**config.mk**
```make
export PLATFORM = sky130hd
export DESIGN_NAME = conv_line_distributor
export DESIGN_NICKNAME = d
export VERILOG_FILES = /design/src/rtl/conv_line_distributor.sv
export SDC_FILE = /design/constraint.sdc
export NUM_CORES = 1
export LEC_CHECK = 0
export ABC_CLOCK_PERIOD_IN_PS = 2020
export CAP_MARGIN = 0
export CORE_UTILIZATION = 35
export CTS_CLUSTER_DIAMETER = 80
export DETAILED_ROUTE_END_ITERATION = 16
export GPL_TIMING_DRIVEN = 1
export PLACE_DENSITY = 0.75
export SLEW_MARGIN = 15
export SYNTH_ARGS = -nofsm -noshare
export SYNTH_HDL_FRONTEND = slang
export SYNTH_SLANG_ARGS = --single-unit
```
**constraint.sdc**
```tcl
create_clock -name clk -period 2.02 [get_ports clk]
set_clock_uncertainty 0.05 [all_clocks]
set_input_delay 0.404 -clock clk [delete_from_list [all_inputs] [get_ports clk]]
set_output_delay 0.404 -clock clk [all_outputs]
set_load 0.02 [all_outputs]
```
**src/rtl/conv_line_distributor.sv**
```systemverilog
// Convolution line distributor: fetches one IFM line and one filter row, zero-pads the
// line and streams KERNEL strided tap beats to the PE cluster, then pushes the output address.
module conv_line_distributor #(
  parameter int ADDR_WIDTH = 32,
  parameter int LINE_ELEMS = 16,
  parameter int Q_IN       = 5,
  parameter int Q_W        = 8,
  parameter int KERNEL     = 3,
  parameter int STRIDE     = 3,
  parameter int PAD        = 1,
  parameter int NUM_PE     = 6,
  parameter int BRAM_LAT   = 1
) (
  input  logic                         clk,
  input  logic                         rst,
  input  logic                         cmd_valid,
  output logic                         cmd_ready,
  input  logic [ADDR_WIDTH-1:0]        cmd_in_addr,
  input  logic [ADDR_WIDTH-1:0]        cmd_filt_addr,
  input  logic [ADDR_WIDTH-1:0]        cmd_out_addr,
  input  logic                         flush,
  output logic                         input_bram_en,
  output logic [ADDR_WIDTH-1:0]        input_bram_addr,
  input  logic [LINE_ELEMS*Q_IN-1:0]   input_bram_rdata,
  output logic                         filter_bram_en,
  output logic [ADDR_WIDTH-1:0]        filter_bram_addr,
  input  logic [KERNEL*Q_W-1:0]        filter_bram_rdata,
  output logic                         pe_valid,
  input  logic                         pe_ready,
  output logic                         pe_first,
  output logic                         pe_last,
  output logic [NUM_PE*Q_IN-1:0]       pe_data,
  output logic [Q_W-1:0]               pe_weight,
  output logic                         agg_push,
  output logic [ADDR_WIDTH-1:0]        agg_addr,
  input  logic                         agg_full,
  output logic                         busy
);

  localparam int EXT_ELEMS = LINE_ELEMS + 2*PAD;
  localparam int TAP_W     = $clog2(KERNEL + 1);
  localparam int CNT_W     = $clog2(BRAM_LAT + 1);

  if ((NUM_PE-1)*STRIDE + KERNEL-1 > EXT_ELEMS-1) begin : g_bad_cfg
    $error("conv_line_distributor: PE window exceeds padded line");
  end

  typedef enum logic [2:0] {S_IDLE, S_FETCH, S_WAIT, S_DISPATCH, S_PUSH} state_t;

  state_t                      state_q, state_d;
  logic [ADDR_WIDTH-1:0]       in_addr_q, in_addr_d;
  logic [ADDR_WIDTH-1:0]       filt_addr_q, filt_addr_d;
  logic [ADDR_WIDTH-1:0]       out_addr_q, out_addr_d;
  logic [EXT_ELEMS*Q_IN-1:0]   ext_q, ext_d;
  logic [KERNEL*Q_W-1:0]       w_q, w_d;
  logic [TAP_W-1:0]            tap_q, tap_d;
  logic [CNT_W-1:0]            wait_q, wait_d;

  logic                        cmd_ready_q, cmd_ready_d;
  logic                        busy_q, busy_d;
  logic                        in_en_q, in_en_d;
  logic [ADDR_WIDTH-1:0]       in_bram_addr_q, in_bram_addr_d;
  logic                        flt_en_q, flt_en_d;
  logic [ADDR_WIDTH-1:0]       flt_bram_addr_q, flt_bram_addr_d;
  logic                        pe_valid_q, pe_valid_d;
  logic                        pe_first_q, pe_first_d;
  logic                        pe_last_q, pe_last_d;
  logic [NUM_PE*Q_IN-1:0]      pe_data_q, pe_data_d;
  logic [Q_W-1:0]              pe_weight_q, pe_weight_d;
  logic                        agg_push_q, agg_push_d;
  logic [ADDR_WIDTH-1:0]       agg_addr_q, agg_addr_d;

  // Next-state logic; every output register is derived from the next state so outputs stay registered.
  always_comb begin
    state_d     = state_q;
    in_addr_d   = in_addr_q;
    filt_addr_d = filt_addr_q;
    out_addr_d  = out_addr_q;
    ext_d       = ext_q;
    w_d         = w_q;
    tap_d       = tap_q;
    wait_d      = wait_q;
    agg_push_d  = 1'b0;

    case (state_q)
      S_IDLE: begin
        if (cmd_valid && cmd_ready_q) begin
          in_addr_d   = cmd_in_addr;
          filt_addr_d = cmd_filt_addr;
          out_addr_d  = cmd_out_addr;
          state_d     = S_FETCH;
        end else begin
          state_d = S_IDLE;
        end
      end
      S_FETCH: begin
        wait_d  = CNT_W'(BRAM_LAT);
        state_d = S_WAIT;
      end
      S_WAIT: begin
        if (wait_q == CNT_W'(1)) begin
          ext_d = '0;
          for (int i = 0; i < LINE_ELEMS; i++) begin
            ext_d[(i+PAD)*Q_IN +: Q_IN] = input_bram_rdata[i*Q_IN +: Q_IN];
          end
          w_d     = filter_bram_rdata;
          tap_d   = '0;
          state_d = S_DISPATCH;
        end else begin
          wait_d = wait_q - CNT_W'(1);
        end
      end
      S_DISPATCH: begin
        if (pe_valid_q && pe_ready) begin
          if (tap_q == TAP_W'(KERNEL-1)) begin
            state_d    = S_PUSH;
            agg_push_d = !agg_full;
          end else begin
            tap_d = tap_q + TAP_W'(1);
          end
        end else begin
          tap_d = tap_q;
        end
      end
      S_PUSH: begin
        // agg_push_q high means the push went out this cycle; otherwise retry once the queue has room.
        if (agg_push_q) begin
          state_d = S_IDLE;
        end else if (!agg_full) begin
          agg_push_d = 1'b1;
        end else begin
          agg_push_d = 1'b0;
        end
      end
      default: begin
        state_d = S_IDLE;
      end
    endcase

    if (flush && (state_q != S_IDLE)) begin
      state_d    = S_IDLE;
      agg_push_d = 1'b0;
    end else begin
      agg_push_d = agg_push_d;
    end

    cmd_ready_d     = (state_d == S_IDLE);
    busy_d          = !cmd_ready_d;
    in_en_d         = (state_d == S_FETCH);
    flt_en_d        = (state_d == S_FETCH);
    in_bram_addr_d  = in_en_d ? in_addr_d : '0;
    flt_bram_addr_d = flt_en_d ? filt_addr_d : '0;
    agg_addr_d      = agg_push_d ? out_addr_d : '0;

    pe_valid_d  = 1'b0;
    pe_first_d  = 1'b0;
    pe_last_d   = 1'b0;
    pe_data_d   = '0;
    pe_weight_d = '0;
    if (state_d == S_DISPATCH) begin
      pe_valid_d  = 1'b1;
      pe_first_d  = (tap_d == TAP_W'(0));
      pe_last_d   = (tap_d == TAP_W'(KERNEL-1));
      for (int p = 0; p < NUM_PE; p++) begin
        pe_data_d[p*Q_IN +: Q_IN] = ext_d[(p*STRIDE + int'(tap_d))*Q_IN +: Q_IN];
      end
      pe_weight_d = w_d[int'(tap_d)*Q_W +: Q_W];
    end else begin
      pe_valid_d = 1'b0;
    end
  end

  // State, datapath and output registers with synchronous reset.
  always_ff @(posedge clk) begin
    if (rst) begin
      state_q         <= S_IDLE;
      in_addr_q       <= '0;
      filt_addr_q     <= '0;
      out_addr_q      <= '0;
      ext_q           <= '0;
      w_q             <= '0;
      tap_q           <= '0;
      wait_q          <= '0;
      cmd_ready_q     <= 1'b1;
      busy_q          <= 1'b0;
      in_en_q         <= 1'b0;
      in_bram_addr_q  <= '0;
      flt_en_q        <= 1'b0;
      flt_bram_addr_q <= '0;
      pe_valid_q      <= 1'b0;
      pe_first_q      <= 1'b0;
      pe_last_q       <= 1'b0;
      pe_data_q       <= '0;
      pe_weight_q     <= '0;
      agg_push_q      <= 1'b0;
      agg_addr_q      <= '0;
    end else begin
      state_q         <= state_d;
      in_addr_q       <= in_addr_d;
      filt_addr_q     <= filt_addr_d;
      out_addr_q      <= out_addr_d;
      ext_q           <= ext_d;
      w_q             <= w_d;
      tap_q           <= tap_d;
      wait_q          <= wait_d;
      cmd_ready_q     <= cmd_ready_d;
      busy_q          <= busy_d;
      in_en_q         <= in_en_d;
      in_bram_addr_q  <= in_bram_addr_d;
      flt_en_q        <= flt_en_d;
      flt_bram_addr_q <= flt_bram_addr_d;
      pe_valid_q      <= pe_valid_d;
      pe_first_q      <= pe_first_d;
      pe_last_q       <= pe_last_d;
      pe_data_q       <= pe_data_d;
      pe_weight_q     <= pe_weight_d;
      agg_push_q      <= agg_push_d;
      agg_addr_q      <= agg_addr_d;
    end
  end

  assign cmd_ready        = cmd_ready_q;
  assign busy             = busy_q;
  assign input_bram_en    = in_en_q;
  assign input_bram_addr  = in_bram_addr_q;
  assign filter_bram_en   = flt_en_q;
  assign filter_bram_addr = flt_bram_addr_q;
  assign pe_valid         = pe_valid_q;
  assign pe_first         = pe_first_q;
  assign pe_last          = pe_last_q;
  assign pe_data          = pe_data_q;
  assign pe_weight        = pe_weight_q;
  assign agg_push         = agg_push_q;
  assign agg_addr         = agg_addr_q;

endmodule

```
==> impl_results.md <==
- Pwr dens: roughly 920 nW/um2
- CP Launch Point: wait_q
- Violated checks: setup timing
- Status: complete, but fails checks
- WS Path Type: flip-flop to flip-flop
- Synth warnings: 0
- Peak supply drop: around 0.86 mV
- Sequential cell area: 7160 um2
- Later-pin clock latency in the skew report: 0.54 ns
- RSZ-0062 raised after global routing: yes
- Synth Instances: 1,340
- Clock Sink Count: 357
- Clock-pin slew on the worst setup and hold paths: 0.06 ns
- Vias in the first global route: 10,560
- Post-route ant nets: 0
- # rows: 69
- Crit path cell chain: nand2_1 -> o211ai_1 -> o21a_1 -> buf_6 -> nor3_4 -> buf_4 -> buf_16 -> a22oi_2 -> o22ai_2
- Critical path capture point type: flip-flop
- Synthesis-to-finish area growth: 47.6%
- Pre-CTS setup slack: -0.368 ns
- Hpwl dp: 25,900 um
- Die W: 192 um
- Critical R2R Capture: pe_weight[6]
- Register area share after synthesis: between 50% and 60%
- Syn nets: 1,548
- Simple-gate share of the synthesized area: 17.3%
- Die area: 36,800 um2
- Post-route met1 wirelength: roughly 15,000 um
- Largest net degree at the start of global routing: 104
- Share of cells above drive strength 1: 12.8%
- Max cap viols: 0
- Final Hold Viols: 0
- Leading area contributor after synthesis: dfxtp_1
- Multiplexer share of the synthesized area: 10.4%
- Post-CTS Hold Buffers: 0
- Starting Density: between 30% and 40%
- Startpoint Class: flip-flop
- Area share of fa/ha/maj cells after synthesis: 0.199%
- Tmin final: 2.03 ns
- Routed met2 length: approximately 18,000 um
- Iteration-0 DRC Markers: about 520
- Register-to-Register Path Depth: 9
- First-pass GRT wire length: between 50,000 and 60,000 um
- GRT Overall Usage: slightly below 20%
- Cell Area, Synth: 12,600 um2
- Largest family of logic cells by synthesized area: simple AND/OR/NAND/NOR gates
- GRT overflow: 0
- Worst rel slew slack: a little under half
- Number of CTS-inserted buffers: 39
- Hold Path Class: primary input to flip-flop
- Max clock buf depth: 3
- Leak pwr: 7.00 nW
- Synth Area in Compound Gates: about 11%
- Top sig layer: met5
- Multi-input gate area: approximately 5100 um2
- Crit path DAT: 2.40 ns
- Worst hold endpoint: state_q[2]
- Distinct cells, synth: 55
- Worst Min Path Start: rst
- Vias/cell: 4.84
- Max-slew violations: 0
- Root buffer cell: clkbuf_16
- DR WL/cell: roughly 17 um
- Cell depth of the worst min-delay path: 2
- Top cell type's share of synthesized area: 56.7%
- Sum Neg Setup Slack: -0.00757 ns
- Vias after detailed routing: 10,687
- Final wirelength: 37,300 um
- Clock H-tree levels: 2
- Final setup fails: 1
- Worst-Margin Slew: between 0.8 and 0.9 ns
- Required time of the critical path: around 2.4 ns
- Final worst-path cycle share: 100%
- Post-synthesis xor/xnor area fraction: 0.0695%
- CTS tree: done
- Worst reg2reg startpoint: wait_q
- Initial antenna violation count: 3
- Area contributors post-synth: dfxtp_1, mux2i_1, nand2_1
- Setup slack, reg-to-reg: -0.008 ns
- Filler cell count in the final layout: 3,134
- Slowest stage cell on the critical path: dfxtp_1
- Crit path max-delay family: compound AO/OA/AOI/OAI gates
- Pre-antenna DRT Iters: 5
- CP max FO: 7
- Core area: approximately 35,000 um2
- Die Y: approximately 190 um
- # IOs: 348
- Buffer and inverter count on the worst path: 3
- Worst Hold Slack: 0.0744 ns
- FMAX: 493 MHz
- Avg Inst Size Synth: approximately 9.4 um2
- Met3 Routed Length: between 3000 and 4000 um
- Final WS setup: -0.00757 ns
- Largest stage delay, worst path: 0.40 ns
- Final nets: roughly 1,900
- # DRC: 0
- PortBufs: 347
- Gpl congestion: 0.855
- FF+latch count, synth: ~360
what timing repair did:
action                                  in CTS  in global routing
pin swaps                                    7                 22
gates cloned                                 2                  1
endpoints found under the setup margin      32                 74
buffers inserted                             7                  6
gates resized for setup                     19                 41
report_power, final:
group	internal, mW	total (mW)	switching [mW]
Clock	4.05	6.86	2.80
Combinational	1.32	2.61	1.30
Sequential	7.46	7.63	0.163
Total	12.8	17.1	4.27
placed cells by master, fill, tap and decap left out, types with 3 or more instances in the layout:
cell / synthesis / final
dfxtp_1: 357 / 352
clkdlybuf4s50_1: 0 / 340
nand2_1: 230 / 229
nor2_1: 226 / 226
a21oi_1: 123 / 119
mux2i_1: 111 / 109
buf_4: 14 / 62
clkbuf_16: 0 / 40
o21ai_0: 24 / 22
buf_12: 0 / 20
nor3_1: 19 / 19
and2_1: 13 / 12
a22oi_2: 4 / 10
a211oi_1: 15 / 10
clkbuf_8: 0 / 10
mux2_1: 11 / 9
o21ai_1: 7 / 9
clkbuf_1: 42 / 9
buf_6: 9 / 9
nand3_1: 11 / 8
mux2_2: 7 / 7
and3_1: 9 / 7
inv_1: 7 / 6
a211oi_2: 1 / 6
o211ai_1: 6 / 6
or3_1: 5 / 5
o22ai_2: 5 / 5
a311oi_1: 6 / 5
dlygate4sd2_1: 0 / 5
a21oi_2: 1 / 4
o22ai_1: 4 / 4
nand2_2: 2 / 3
o21ai_4: 2 / 3
nand3_2: 0 / 3
dfxtp_2: 0 / 3
cell usage after synthesis (all sizes together):
cell	n
a2111oi	1
o32ai	1
a22o	1
dfxtp	357
a22oi	11
xnor2	1
o21a	2
a211oi	16
o211ai	7
or2	1
nand3	11
nand4bb	1
and3b	1
or3	5
and2	13
nor3	21
a21oi	125
a211o	1
clkbuf	42
mux2	18
ha	2
o22ai	9
and4b	1
nand3b	1
a32oi	1
nand2	232
a31oi	2
o21ai	35
a311oi	6
nor2b	2
mux2i	111
nor2	229
and3	9
buf	56
inv	8
worst max path at each step:
stage,to,cells after the start
CTS,pe_weight[3],10
detailed placement,agg_addr[26],8
finish,pe_weight[6],9
global route,pe_weight[6],9
floorplan,pe_data[11],9
global placement,agg_addr[26],8
per-layer routing:
layer	track usage [%]	vias to the layer above
met2	32.9	385
met4	7.51	4
li1	-	5207
met1	22.7	5003
met5	0	-
met3	6.12	88
final cells by class:
type                            instances  area share [%]
Antenna cell                            1          0.0135
Clock buffer                           58            6.17
Clock inverter                          7           0.478
Inverter                                8           0.175
Multi-Input combinational cell        877            27.3
Sequential cell                       357            38.5
Tap cell                              461            3.10
Timing Repair Buffer                  440            24.2
through the flow:
stage	utilization, %	power [mW]	instance area [um2]	std cells
after floorplan	-	9.17	12600	1340
after global placement	47.8	10.2	17000	2127
after detailed placement	47.8	10.3	17000	2127
after CTS	51.8	17.3	18400	2201
after global routing	52.4	17.8	18600	2209
final	52.4	17.1	18600	2209
flip-flops by register name, indices dropped and copies added (netlist names), 2 cells and up:
signal	count
agg_addr	32
ext_q	90
filt_addr_q	32
filter_bram_addr	32
in_addr_q	32
input_bram_addr	32
out_addr_q	32
pe_data	30
pe_weight	8
state_q	3
tap_q	2
w_q	24
cells by family (layout without fill, tap and decap cells):
| family | after synthesis | count (layout) |
|---|---|---|
| and+or+nand+nor | 527 | 527 |
| DFF | 357 | 357 |
| AOI/OAI and AO/OA | 218 | 218 |
| muxes | 129 | 129 |
| buffers and inverters | 106 | 513 |
| adders and majority gates | 2 | 2 |
| xor gates and xnor gates | 1 | 1 |
| other | 0 | 1 |
(Power assumes the default switching activity.)
